File: src/rtl/yousei_pkg.sv
// yousei_pkg: definitions shared by the YouseiOS core blocks.
//   - opcode constants used by the PC sequencer
//   - seq_state_e: sequencer state (RUN, WAIT_IN, WAIT_OUT, HALTED)
//   - is_branch(): true for the conditional branch opcodes
package yousei_pkg;

  localparam logic [5:0] OP_ADD   = 6'd0;
  localparam logic [5:0] OP_LOG   = 6'd1;
  localparam logic [5:0] OP_JUMP  = 6'd5;
  localparam logic [5:0] OP_IN    = 6'd8;
  localparam logic [5:0] OP_OUT   = 6'd9;
  localparam logic [5:0] OP_BEQ   = 6'd10;
  localparam logic [5:0] OP_BNE   = 6'd11;
  localparam logic [5:0] OP_JR    = 6'd19;
  localparam logic [5:0] OP_SWAPK = 6'd33;
  localparam logic [5:0] OP_HLT   = 6'd63;

  typedef enum logic [1:0] {
    RUN      = 2'd0,
    WAIT_IN  = 2'd1,
    WAIT_OUT = 2'd2,
    HALTED   = 2'd3
  } seq_state_e;

  // BEQ and BNE share the same select rule: the ALU has already folded the
  // equal/not-equal sense into zero.
  function automatic logic is_branch(input logic [5:0] op);
    return (op == OP_BEQ) || (op == OP_BNE);
  endfunction

endpackage

File: src/rtl/pc_sequencer_if.sv
// pc_sequencer_if: decoder/ALU/IO side of the PC sequencer.
//   Parameter ADDR_W: PC width.
//   Core -> sequencer: opcode, zero, alu_result, branch_tgt, jr_tgt,
//                      in_valid, out_ready
//   Sequencer -> core: pc, in_ack, out_valid, stall, halted
//   modport master: the core side (drives instruction fields and IO status)
//   modport slave : the sequencer
interface pc_sequencer_if #(
  parameter int unsigned ADDR_W = 32
);

  logic [5:0]        opcode;
  logic              zero;
  logic [ADDR_W-1:0] alu_result;
  logic [ADDR_W-1:0] branch_tgt;
  logic [ADDR_W-1:0] jr_tgt;
  logic              in_valid;
  logic              out_ready;

  logic [ADDR_W-1:0] pc;
  logic              in_ack;
  logic              out_valid;
  logic              stall;
  logic              halted;

  modport master (
    output opcode, zero, alu_result, branch_tgt, jr_tgt, in_valid, out_ready,
    input  pc, in_ack, out_valid, stall, halted
  );

  modport slave (
    input  opcode, zero, alu_result, branch_tgt, jr_tgt, in_valid, out_ready,
    output pc, in_ack, out_valid, stall, halted
  );

endinterface

File: src/rtl/pc_next_mux.sv
// pc_next_mux: combinational next-PC select for an instruction that retires
// from RUN. Stalls and the IN/OUT handshakes are handled by the caller.
//   opcode, zero                 : current instruction and ALU Zero flag
//   pc                           : current PC
//   alu_result/branch_tgt/jr_tgt : JUMP, BEQ/BNE and JR targets
//   kret (KERNEL_SWAP_EN only)   : saved return address for the kernel swap
//   pc_inc                       : pc + 1, wrapping modulo 2^ADDR_W
//   next_pc                      : selected next PC
// Optional feature macro: KERNEL_SWAP_EN (SWAPK enters the kernel at
// KERNEL_BASE, JR with a zero target returns to kret).
module pc_next_mux
  import yousei_pkg::*;
#(
  parameter int unsigned ADDR_W = 32
`ifdef KERNEL_SWAP_EN
  ,
  parameter logic [ADDR_W-1:0] KERNEL_BASE = '0
`endif
) (
  input  logic [5:0]        opcode,
  input  logic              zero,
  input  logic [ADDR_W-1:0] pc,
  input  logic [ADDR_W-1:0] alu_result,
  input  logic [ADDR_W-1:0] branch_tgt,
  input  logic [ADDR_W-1:0] jr_tgt,
`ifdef KERNEL_SWAP_EN
  input  logic [ADDR_W-1:0] kret,
`endif
  output logic [ADDR_W-1:0] pc_inc,
  output logic [ADDR_W-1:0] next_pc
);

  assign pc_inc = pc + ADDR_W'(1);

  always_comb begin
    // NOTE: every output of a combinational block gets a default first so no
    // path through the case can leave it unassigned (which would infer a latch).
    next_pc = pc_inc;
    if (is_branch(opcode)) begin
      if (zero) next_pc = branch_tgt;
    end else begin
      case (opcode)
        OP_JUMP:  next_pc = alu_result;
`ifdef KERNEL_SWAP_EN
        OP_JR:    next_pc = (jr_tgt == '0) ? kret : jr_tgt;
        OP_SWAPK: next_pc = KERNEL_BASE;
`else
        OP_JR:    next_pc = jr_tgt;
`endif
        OP_HLT:   next_pc = pc;
        default:  next_pc = pc_inc;
      endcase
    end
  end

endmodule

File: src/rtl/pc_sequencer.sv
// pc_sequencer: program-counter sequencer of the single-cycle YouseiOS core.
// Picks the next fetch address each cycle, stalls the core while an IN/OUT
// handshake is pending and parks in HALTED after HLT until reset.
// Ports:
//   clock : core clock, all state changes on the rising edge
//   reset : synchronous, active-low reset
//   bus   : pc_sequencer_if.slave (instruction fields, IO handshake,
//           pc/in_ack/out_valid/stall/halted)
// Parameters: ADDR_W (PC width), RESET_PC (reset PC),
//             KERNEL_BASE (kernel entry, only with KERNEL_SWAP_EN).
// Optional feature macro: KERNEL_SWAP_EN adds the kret register; SWAPK saves
// pc+1 and jumps to KERNEL_BASE, JR with jr_tgt==0 returns to kret.
// in_ack, out_valid and stall are combinational so that a zero-wait IN/OUT
// retires in the same cycle; halted is decoded straight from the state register.
module pc_sequencer
  import yousei_pkg::*;
#(
  parameter int unsigned       ADDR_W   = 32,
  parameter logic [ADDR_W-1:0] RESET_PC = '0
`ifdef KERNEL_SWAP_EN
  ,
  parameter logic [ADDR_W-1:0] KERNEL_BASE = '0
`endif
) (
  input logic           clock,
  input logic           reset,
  pc_sequencer_if.slave bus
);

  seq_state_e        state_q, state_d;
  logic [ADDR_W-1:0] pc_q, pc_d;
  logic [ADDR_W-1:0] pc_inc, next_pc;
  logic              in_ack, out_valid, stall;
`ifdef KERNEL_SWAP_EN
  logic [ADDR_W-1:0] kret_q, kret_d;
`endif

  pc_next_mux #(
    .ADDR_W      (ADDR_W)
`ifdef KERNEL_SWAP_EN
    ,
    .KERNEL_BASE (KERNEL_BASE)
`endif
  ) u_next_mux (
    .opcode     (bus.opcode),
    .zero       (bus.zero),
    .pc         (pc_q),
    .alu_result (bus.alu_result),
    .branch_tgt (bus.branch_tgt),
    .jr_tgt     (bus.jr_tgt),
`ifdef KERNEL_SWAP_EN
    .kret       (kret_q),
`endif
    .pc_inc     (pc_inc),
    .next_pc    (next_pc)
  );

  always_comb begin
    state_d   = state_q;
    pc_d      = pc_q;
    in_ack    = 1'b0;
    out_valid = 1'b0;
    stall     = 1'b0;
`ifdef KERNEL_SWAP_EN
    kret_d    = kret_q;
`endif
    unique case (state_q)
      RUN: begin
        case (bus.opcode)
          // in_ack is only ever raised for IN, so a stray in_valid under any
          // other opcode is ignored.
          OP_IN: begin
            in_ack = bus.in_valid;
            if (bus.in_valid) begin
              pc_d = pc_inc;
            end else begin
              stall   = 1'b1;
              state_d = WAIT_IN;
            end
          end
          OP_OUT: begin
            out_valid = 1'b1;
            if (bus.out_ready) begin
              pc_d = pc_inc;
            end else begin
              stall   = 1'b1;
              state_d = WAIT_OUT;
            end
          end
          OP_HLT: begin
            state_d = HALTED;
          end
`ifdef KERNEL_SWAP_EN
          OP_SWAPK: begin
            kret_d = pc_inc;
            pc_d   = next_pc;
          end
`endif
          default: pc_d = next_pc;
        endcase
      end
      // The instruction is still the one at pc, so retiring is simply pc+1.
      WAIT_IN: begin
        in_ack = bus.in_valid;
        stall  = !bus.in_valid;
        if (bus.in_valid) begin
          pc_d    = pc_inc;
          state_d = RUN;
        end
      end
      WAIT_OUT: begin
        out_valid = 1'b1;
        stall     = !bus.out_ready;
        if (bus.out_ready) begin
          pc_d    = pc_inc;
          state_d = RUN;
        end
      end
      HALTED: begin
        stall = 1'b1;
      end
    endcase
  end

  // NOTE: state registers use non-blocking assignments so every register
  // samples the pre-edge values, independent of statement order.
  always_ff @(posedge clock) begin
    // Reset is sampled at the edge and overrides everything, including a
    // half-finished IN/OUT handshake.
    if (!reset) begin
      state_q <= RUN;
      pc_q    <= RESET_PC;
`ifdef KERNEL_SWAP_EN
      kret_q  <= RESET_PC;
`endif
    end else begin
      state_q <= state_d;
      pc_q    <= pc_d;
`ifdef KERNEL_SWAP_EN
      kret_q  <= kret_d;
`endif
    end
  end

  assign bus.pc        = pc_q;
  assign bus.in_ack    = in_ack;
  assign bus.out_valid = out_valid;
  assign bus.stall     = stall;
  assign bus.halted    = (state_q == HALTED);

endmodule

File: src/flat_wrapper.sv
// flat-port wrapper written by rule: the top's interface ports become plain ports
module pc_sequencer_flat import yousei_pkg::*;
#(
  parameter int unsigned       ADDR_W   = 32,
  parameter logic [ADDR_W-1:0] RESET_PC = '0

)
  (clock, reset, bus_opcode, bus_zero, bus_alu_result, bus_branch_tgt, bus_jr_tgt, bus_in_valid, bus_out_ready, bus_pc, bus_in_ack, bus_out_valid, bus_stall, bus_halted);
  pc_sequencer_if #(.ADDR_W(ADDR_W)) bus_i ();
  input logic clock;
  input logic reset;
  input wire logic [$bits(bus_i.opcode)-1:0] bus_opcode;
  input wire logic [$bits(bus_i.zero)-1:0] bus_zero;
  input wire logic [$bits(bus_i.alu_result)-1:0] bus_alu_result;
  input wire logic [$bits(bus_i.branch_tgt)-1:0] bus_branch_tgt;
  input wire logic [$bits(bus_i.jr_tgt)-1:0] bus_jr_tgt;
  input wire logic [$bits(bus_i.in_valid)-1:0] bus_in_valid;
  input wire logic [$bits(bus_i.out_ready)-1:0] bus_out_ready;
  output wire logic [$bits(bus_i.pc)-1:0] bus_pc;
  output wire logic [$bits(bus_i.in_ack)-1:0] bus_in_ack;
  output wire logic [$bits(bus_i.out_valid)-1:0] bus_out_valid;
  output wire logic [$bits(bus_i.stall)-1:0] bus_stall;
  output wire logic [$bits(bus_i.halted)-1:0] bus_halted;
  assign bus_i.opcode = bus_opcode;
  assign bus_i.zero = bus_zero;
  assign bus_i.alu_result = bus_alu_result;
  assign bus_i.branch_tgt = bus_branch_tgt;
  assign bus_i.jr_tgt = bus_jr_tgt;
  assign bus_i.in_valid = bus_in_valid;
  assign bus_i.out_ready = bus_out_ready;
  assign bus_pc = bus_i.pc;
  assign bus_in_ack = bus_i.in_ack;
  assign bus_out_valid = bus_i.out_valid;
  assign bus_stall = bus_i.stall;
  assign bus_halted = bus_i.halted;
  pc_sequencer #(.ADDR_W(ADDR_W), .RESET_PC(RESET_PC)) u_core (.clock(clock), .reset(reset), .bus(bus_i));
endmodule
File: config.mk
export PLATFORM = sky130hd
export DESIGN_NAME = pc_sequencer_flat
export DESIGN_NICKNAME = d
export VERILOG_FILES = /design/src/rtl/yousei_pkg.sv /design/src/rtl/pc_sequencer_if.sv /design/src/rtl/pc_next_mux.sv /design/src/rtl/pc_sequencer.sv /design/src/flat_wrapper.sv
export SDC_FILE = /design/constraint.sdc
export NUM_CORES = 1
export LEC_CHECK = 0
export BUFFER_PORTS_ARGS = -buffer_cell sky130_fd_sc_hd__clkbuf_2
export CAP_MARGIN = 20
export CELL_PAD_IN_SITES_DETAIL_PLACEMENT = 2
export CELL_PAD_IN_SITES_GLOBAL_PLACEMENT = 2
export CORE_UTILIZATION = 29
export CTS_CLUSTER_SIZE = 30
export DETAILED_ROUTE_END_ITERATION = 10
export GPL_TIMING_DRIVEN = 0
export PLACE_DENSITY = 0.79
export RECOVER_POWER = 25
export SYNTH_ARGS = -nofsm -noshare
export SYNTH_HDL_FRONTEND = slang
export SYNTH_SLANG_ARGS = --single-unit
File: constraint.sdc
create_clock -name clock -period 3.3 [get_ports clock]
set_input_delay 0.165 -clock clock [delete_from_list [all_inputs] [get_ports clock]]
set_output_delay 0.165 -clock clock [all_outputs]
set_load 0.01 [all_outputs]
* Yosys cells after proc, flatten, opt, wreduce, memory -nomap -nowiden
Index checks and enable logic that the tools add are counted.
Widths: inputs -> output; s select.
** Cells by class
- $add $sub $neg :: 1
- Mux-type cells :: 21
- Equality and inequality tests :: 16
- Reductions and logical operators :: 7
** Operators with widths (count)
- $pmux 32 s3 :: 2
- $mux 32 :: 4
- $pmux 32 s2 :: 1
- $add 32x1->32 const B :: 1
- $eq 6x4->1 const B :: 4
- $pmux 2 s3 :: 2
- $mux 2 :: 4
- $eq 6x3->1 const B :: 1
- $eq 6x5->1 const B :: 1
- $eq 6x6->1 const B :: 1
- $ne 2x2->1 const B :: 3
- $ne 3x3->1 const B :: 2
- $pmux 1 s2 :: 3
- $reduce_and 6->1 :: 1
- $eq 2x2->1 const B :: 2
- $mux 1 :: 4
- $ne 4x4->1 const B :: 1
- $pmux 1 s4 :: 1
- $reduce_bool 3->1 :: 1
- $eq 2x1->1 const B :: 1
- $logic_not 1->1 :: 2
- $logic_not 2->1 :: 1
- $reduce_and 2->1 :: 1
- $logic_or 1x1->1 :: 1
** Storage, ports and cells
- Output and inout bits :: 36
- Bits of input ports :: 107
- Word-level logic and storage cells :: 47
- Register bits after elaboration :: 34

* Longest topological paths before layout
- Depth after elaboration :: 5
- Mapped depth :: 10
- Depth with buffers taken out :: 9

* Hierarchy
Synthesis repeated with hierarchy kept, for this count alone.
** Second synthesis, totals
- Cell total of the unflattened synthesis :: 646
- Area, all modules :: 5192.5 sq um
** By module, submodules not included
- pc_sequencer :: area an instance 3231.8 sq um, cells an instance 368, instances 1
- pc_next_mux :: area an instance 1960.6 sq um, cells an instance 278, instances 1

* Worst setup path before layout
OpenSTA, ideal clock, no wires.
- Kind :: reg-to-reg
- Start point :: register u_core.pc_q[1] (netlist: u_core.bus.pc[1])
- End point :: register u_core.pc_q[16] (netlist: u_core.bus.pc[16])
- Required time :: 3.170 ns
- Arrival :: 2.335 ns
- Stages on the path, launching flop included :: 10
- Path slack :: 0.835 ns
- Library setup time :: 0.130 ns
- Path buffers :: 1
- Cell sequence :: dfxtp_1 -> ha_1 -> buf_2 -> inv_1 -> nor3_1 -> and3_1 -> a21oi_1 -> o21a_1 -> a2111oi_0 -> nor3_1
** On the way
- Longest elaborated chain between the ends :: 5
- Elaborated cells between the ends (all ways) :: 8
- Those cells by class :: 1 x add/sub; 7 x mux
** Ends and longest elaborated chain
- from (decl) :: RTL line pc_sequencer.sv:31 : logic [ADDR_W-1:0] pc_q, pc_d;
- from (signal assigned) :: RTL line pc_sequencer.sv:138 : pc_q <= pc_d;
- $add 32x1->32 * :: RTL line pc_next_mux.sv:33 : assign pc_inc = pc + ADDR_W'(1);
- $pmux 32 s2 or $mux 32 (tied branches) :: RTL line pc_next_mux.sv:42, pc_next_mux.sv:40
- $mux 32 :: RTL line pc_next_mux.sv:39 : if (is_branch(opcode)) begin
- $pmux 32 s3 :: RTL line pc_sequencer.sv:69 : case (bus.opcode)
- $pmux 32 s3 * :: RTL line pc_sequencer.sv:67 : unique case (state_q)
Mark *: on every way between the ends. The rest lies on a longest branch, timed or not.
A chain may end at the register's enable or synchronous reset.

* Final worst setup path
- Start point :: register u_core.state_q[1]
- End point :: register u_core.pc_q[16] (netlist: u_core.bus.pc[16])
** On the way
- Longest elaborated chain between the ends :: 3
- Elaborated cells between the ends (all ways) :: 7
- Those cells by class :: 3 x eq/ne; 1 x mux; 3 x reduce/logical
** Ends and longest elaborated chain
- from (decl) :: RTL line pc_sequencer.sv:30 : seq_state_e state_q, state_d;
- from (signal assigned) :: RTL line pc_sequencer.sv:137 : state_q <= state_d;
- $eq 2x1->1, or another cell as far along :: RTL line pc_sequencer.sv:67
- $reduce_bool 3->1 (no line) or $ne 2x2->1 (tied branches)
- $reduce_and 2->1 (no line)
Several ways; a longest one is shown, not always the timed one.

==> results_dict.tcl <==
set metrics [dict create \
    run_status "finished, final reports clean" \
    wirelength_um 35780 \
    place_congestion 0.9903 \
    path_delay_family "buffers and inverters" \
    hold_wc_path_type "in -> reg" \
    cp_cell_sequence "inv_1 -> ha_1 -> a41oi_1 -> clkbuf_1 -> clkbuf_1 -> o21ai_0 -> nor3_1" \
    critPathMostFrequentCell "sky130_fd_sc_hd__clkbuf_1" \
    port_buffers 139 \
    fmax_ghz 0.3162 \
    max_slew.worst_pin.slew_ns 1.290 \
    finalSetupViolCount 0 \
    crit_path_max_incr_delay_ns 0.66 \
    grt_antenna_before_repair 0 \
    grt_pass1_vias 7757 \
    dp_slack_ns -0.01825 \
    fin_worst_skew_ns 0.009892 \
    rr_endpoint "u_core.bus.pc[16]$_SDFFE_PN0P_" \
    groute.usage.overall_pct 37.65 \
    die_width_um 137.8 \
    worstSetupEndpointType "flop" \
    static-leakage-power_nw 2.362 \
    cap_violations 0 \
    finalHoldViolations 0 \
    h_tree_depth 2 \
    detailedPlacementHpwl_um 25820 \
    finalNetCount 1050 \
    post_synth_arst_share_pct 0 \
    period_share_pct 95.85 \
    whs_path_depth 3 \
    tritoncts "yes" \
    ant_nets 0 \
    die_h_um 137.8 \
    tritoncts.num_buffers 5 \
    syn2layout_area_growth_pct 21.62 \
    min_from "bus_branch_tgt[19]" \
    path_depth_of_the_worst_reg2reg_path 7 \
    final_area_um2 6504 \
    synth.largest_area_cell "sky130_fd_sc_hd__dfxtp_1" \
    crit_buf_inv 3 \
    synthMostInstantiatedCell "sky130_fd_sc_hd__nand2_1" \
    flop_and_latch_count_out_of_synthesis 34 \
    crit_path_max_fanout 10 \
    placed_area_um2 6337 \
    avgRoutedWirePerCell_um 30.63 \
    synth_top_cell_area_share_pct 12.73 \
    crit_required_ns 3.46 \
    insertion_delay_ns 0.31 \
    synth_enable_flop_cells 0 \
    global_route.overflow_total 0 \
    clkSlewWorstSetupHoldPaths_ns 0.07 \
    vias_per_cell 6.638 \
    ctsLongestPathBuffers 2 \
    vias 7753 \
    layout-drive-gt1-share_pct 19.28 \
    crit-reg2reg-launch "u_core.state_q[1]$_SDFFE_PN0P_" \
    synth.cells.most_frequent "sky130_fd_sc_hd__nand2_1 (92), sky130_fd_sc_hd__a21oi_1 (65), sky130_fd_sc_hd__o21ai_0 (65)" \
    die_area_um2 18990 \
    timing.final.max_slew_violations 0 \
    max-slew-margin-rel_pct 13.70 \
    postLayoutSetupSlackWorst_ns 0.1371 \
    synth_cell_types 77 \
    antenna_cells 0 \
    grt_start_max_net_pins 11 \
    rows 49 \
    post_synth_main_area_contributors "sky130_fd_sc_hd__dfxtp_1 (13%), sky130_fd_sc_hd__nand2_1 (6.5%), sky130_fd_sc_hd__xnor2_1 (6.2%)" \
    crit_slowest_cell "sky130_fd_sc_hd__clkbuf_1" \
    cp-start-kind "flop" \
    worst-r2r-setup-slack_ns 0.14 \
    final.min_clock_period_ns 3.163 \
    synth_area_per_cell_um2 6.752 \
    firstDrtPassIters 5 \
    seq_area_frac_synth_pct 12.73 \
    start_util_pct 29.67 \
    wire_length_of_the_first_global_routing_pass_um 50890 \
    post-route-drc-count 0 \
    synthesis.area_um2 5348 \
    clock_tree.root_cell "sky130_fd_sc_hd__clkbuf_16" \
    worst-endpoint-arrival_ns 3.33 \
    hold-path-endpoint "u_core.bus.pc[19]$_SDFFE_PN0P_" \
    worst-setup-path-type "reg -> reg" \
    top_level_ports 143 \
    mappedNetlistNets 904 \
    power.density_cell_area_nw_per_um2 420.6 \
    dr.first_iter.drc_count 881 \
    floorplan.core_area_um2 18020 \
    yosys_warnings 0 \
    synthCells 792 \
    irDropWorstVdd_v 0.0002581 \
    rsz_0062_raised_after_global_routing "no" \
    cts.sinks 34 \
    synthFlopType "sky130_fd_sc_hd__dfxtp_1" \
]
-- final cells by class --
cell class	instances	area [µm²]
Inverter	16	63.81
Buffer	82	391.6
Tap cell	229	286.5
Timing Repair Buffer	140	681.9
Clock buffer	8	166.4
Fill cell	2278	11520
Sequential cell	34	680.7
Multi-Input combinational cell	659	4233
-- per-stage QoR --
step | hold WS [ns] | power (mW) | cells | setup TNS [ns] | utilization (%)
floorplan | 0.3764 | 1.537 | 792 | 0 | -
global placement | 0.4860 | 2.064 | 1160 | 0 | 35.12
detailed placement | 0.5070 | 2.104 | 1161 | -0.01825 | 35.16
CTS | 0.2435 | 2.694 | 1169 | 0 | 36.09
global route | 0.2628 | 2.841 | 1168 | 0 | 36.08
finish | 0.2567 | 2.736 | 1168 | 0 | 36.08
-- logic make-up after synthesis --
group | Yosys count | share of synthesized area (%)
buf+inv | 99 | 8.329
xor+xnor | 55 | 9.008
compound gates | 301 | 39.14
simple gates | 289 | 27.89
fa+ha+maj | 5 | 1.170
flops | 34 | 12.73
mux | 9 | 1.731
-- timing repair --
item                                    4_1_cts  5_1_grt
endpoints found under the setup margin        1        6
resized for setup                             1        9
endpoints found under the hold margin         0        0
buffers inserted                              0        0
hold buffers                                  0        0
-- layout by cell type, fill, tap and decap left out, types with 30 or more instances in the layout --
master / n
sky130_fd_sc_hd__nor3_1: 30
sky130_fd_sc_hd__nor2_1: 44
sky130_fd_sc_hd__a21oi_1: 65
sky130_fd_sc_hd__nand3_1: 41
sky130_fd_sc_hd__clkbuf_1: 62
sky130_fd_sc_hd__xnor2_1: 38
sky130_fd_sc_hd__nand2_1: 92
sky130_fd_sc_hd__clkbuf_2: 125
sky130_fd_sc_hd__dfxtp_1: 34
sky130_fd_sc_hd__o21ai_0: 65
-- report_power, final --
group / total, mW / internal (mW) / switching, mW
registers: 0.612 / 0.501 / 0.111
logic: 1.53 / 0.570 / 0.960
clock network: 0.593 / 0.344 / 0.249
-- how the worst max path moves through the flow --
stage,start,to,slack (ns),cells past startpoint
3_3_place_gp,u_core.state_q[0]$_SDFFE_PN0P_,u_core.bus.pc[25]$_SDFFE_PN0P_,0.06,6
6_report,u_core.state_q[1]$_SDFFE_PN0P_,u_core.bus.pc[16]$_SDFFE_PN0P_,0.14,7
5_1_grt,u_core.bus.pc[0]$_SDFFE_PN0P_,u_core.bus.pc[16]$_SDFFE_PN0P_,0.003,9
4_1_cts,u_core.state_q[1]$_SDFFE_PN0P_,u_core.bus.pc[10]$_SDFFE_PN0P_,0.03,8
2_1_floorplan,u_core.bus.pc[1]$_SDFFE_PN0P_,u_core.bus.pc[16]$_SDFFE_PN0P_,0.84,9
3_5_place_dp,u_core.state_q[1]$_SDFFE_PN0P_,u_core.bus.pc[25]$_SDFFE_PN0P_,-0.02,6
-- sequential cells by signal, summed over array words and instances (netlist names) --
register,cells
u_core.state_q,2
u_core.bus.pc,32
-- worst register-to-register path: stages (launching register included) --
cell	delay, ns
sky130_fd_sc_hd__dfxtp_1	0.41
sky130_fd_sc_hd__inv_1	0.09
sky130_fd_sc_hd__ha_1	0.31
sky130_fd_sc_hd__a41oi_1	0.34
sky130_fd_sc_hd__clkbuf_1	0.61
sky130_fd_sc_hd__clkbuf_1	0.66
sky130_fd_sc_hd__o21ai_0	0.18
sky130_fd_sc_hd__nor3_1	0.44
-- routing by layer --
| layer | track usage (%) | wire (µm) |
|---|---|---|
| met1 | 48.98 | 15320 |
| met2 | 59.99 | 16030 |
| met3 | 4.930 | 2676 |
| met4 | 20.29 | 1757 |
| met5 | 0 | 0 |
Power figures use the tool's default switching activity.
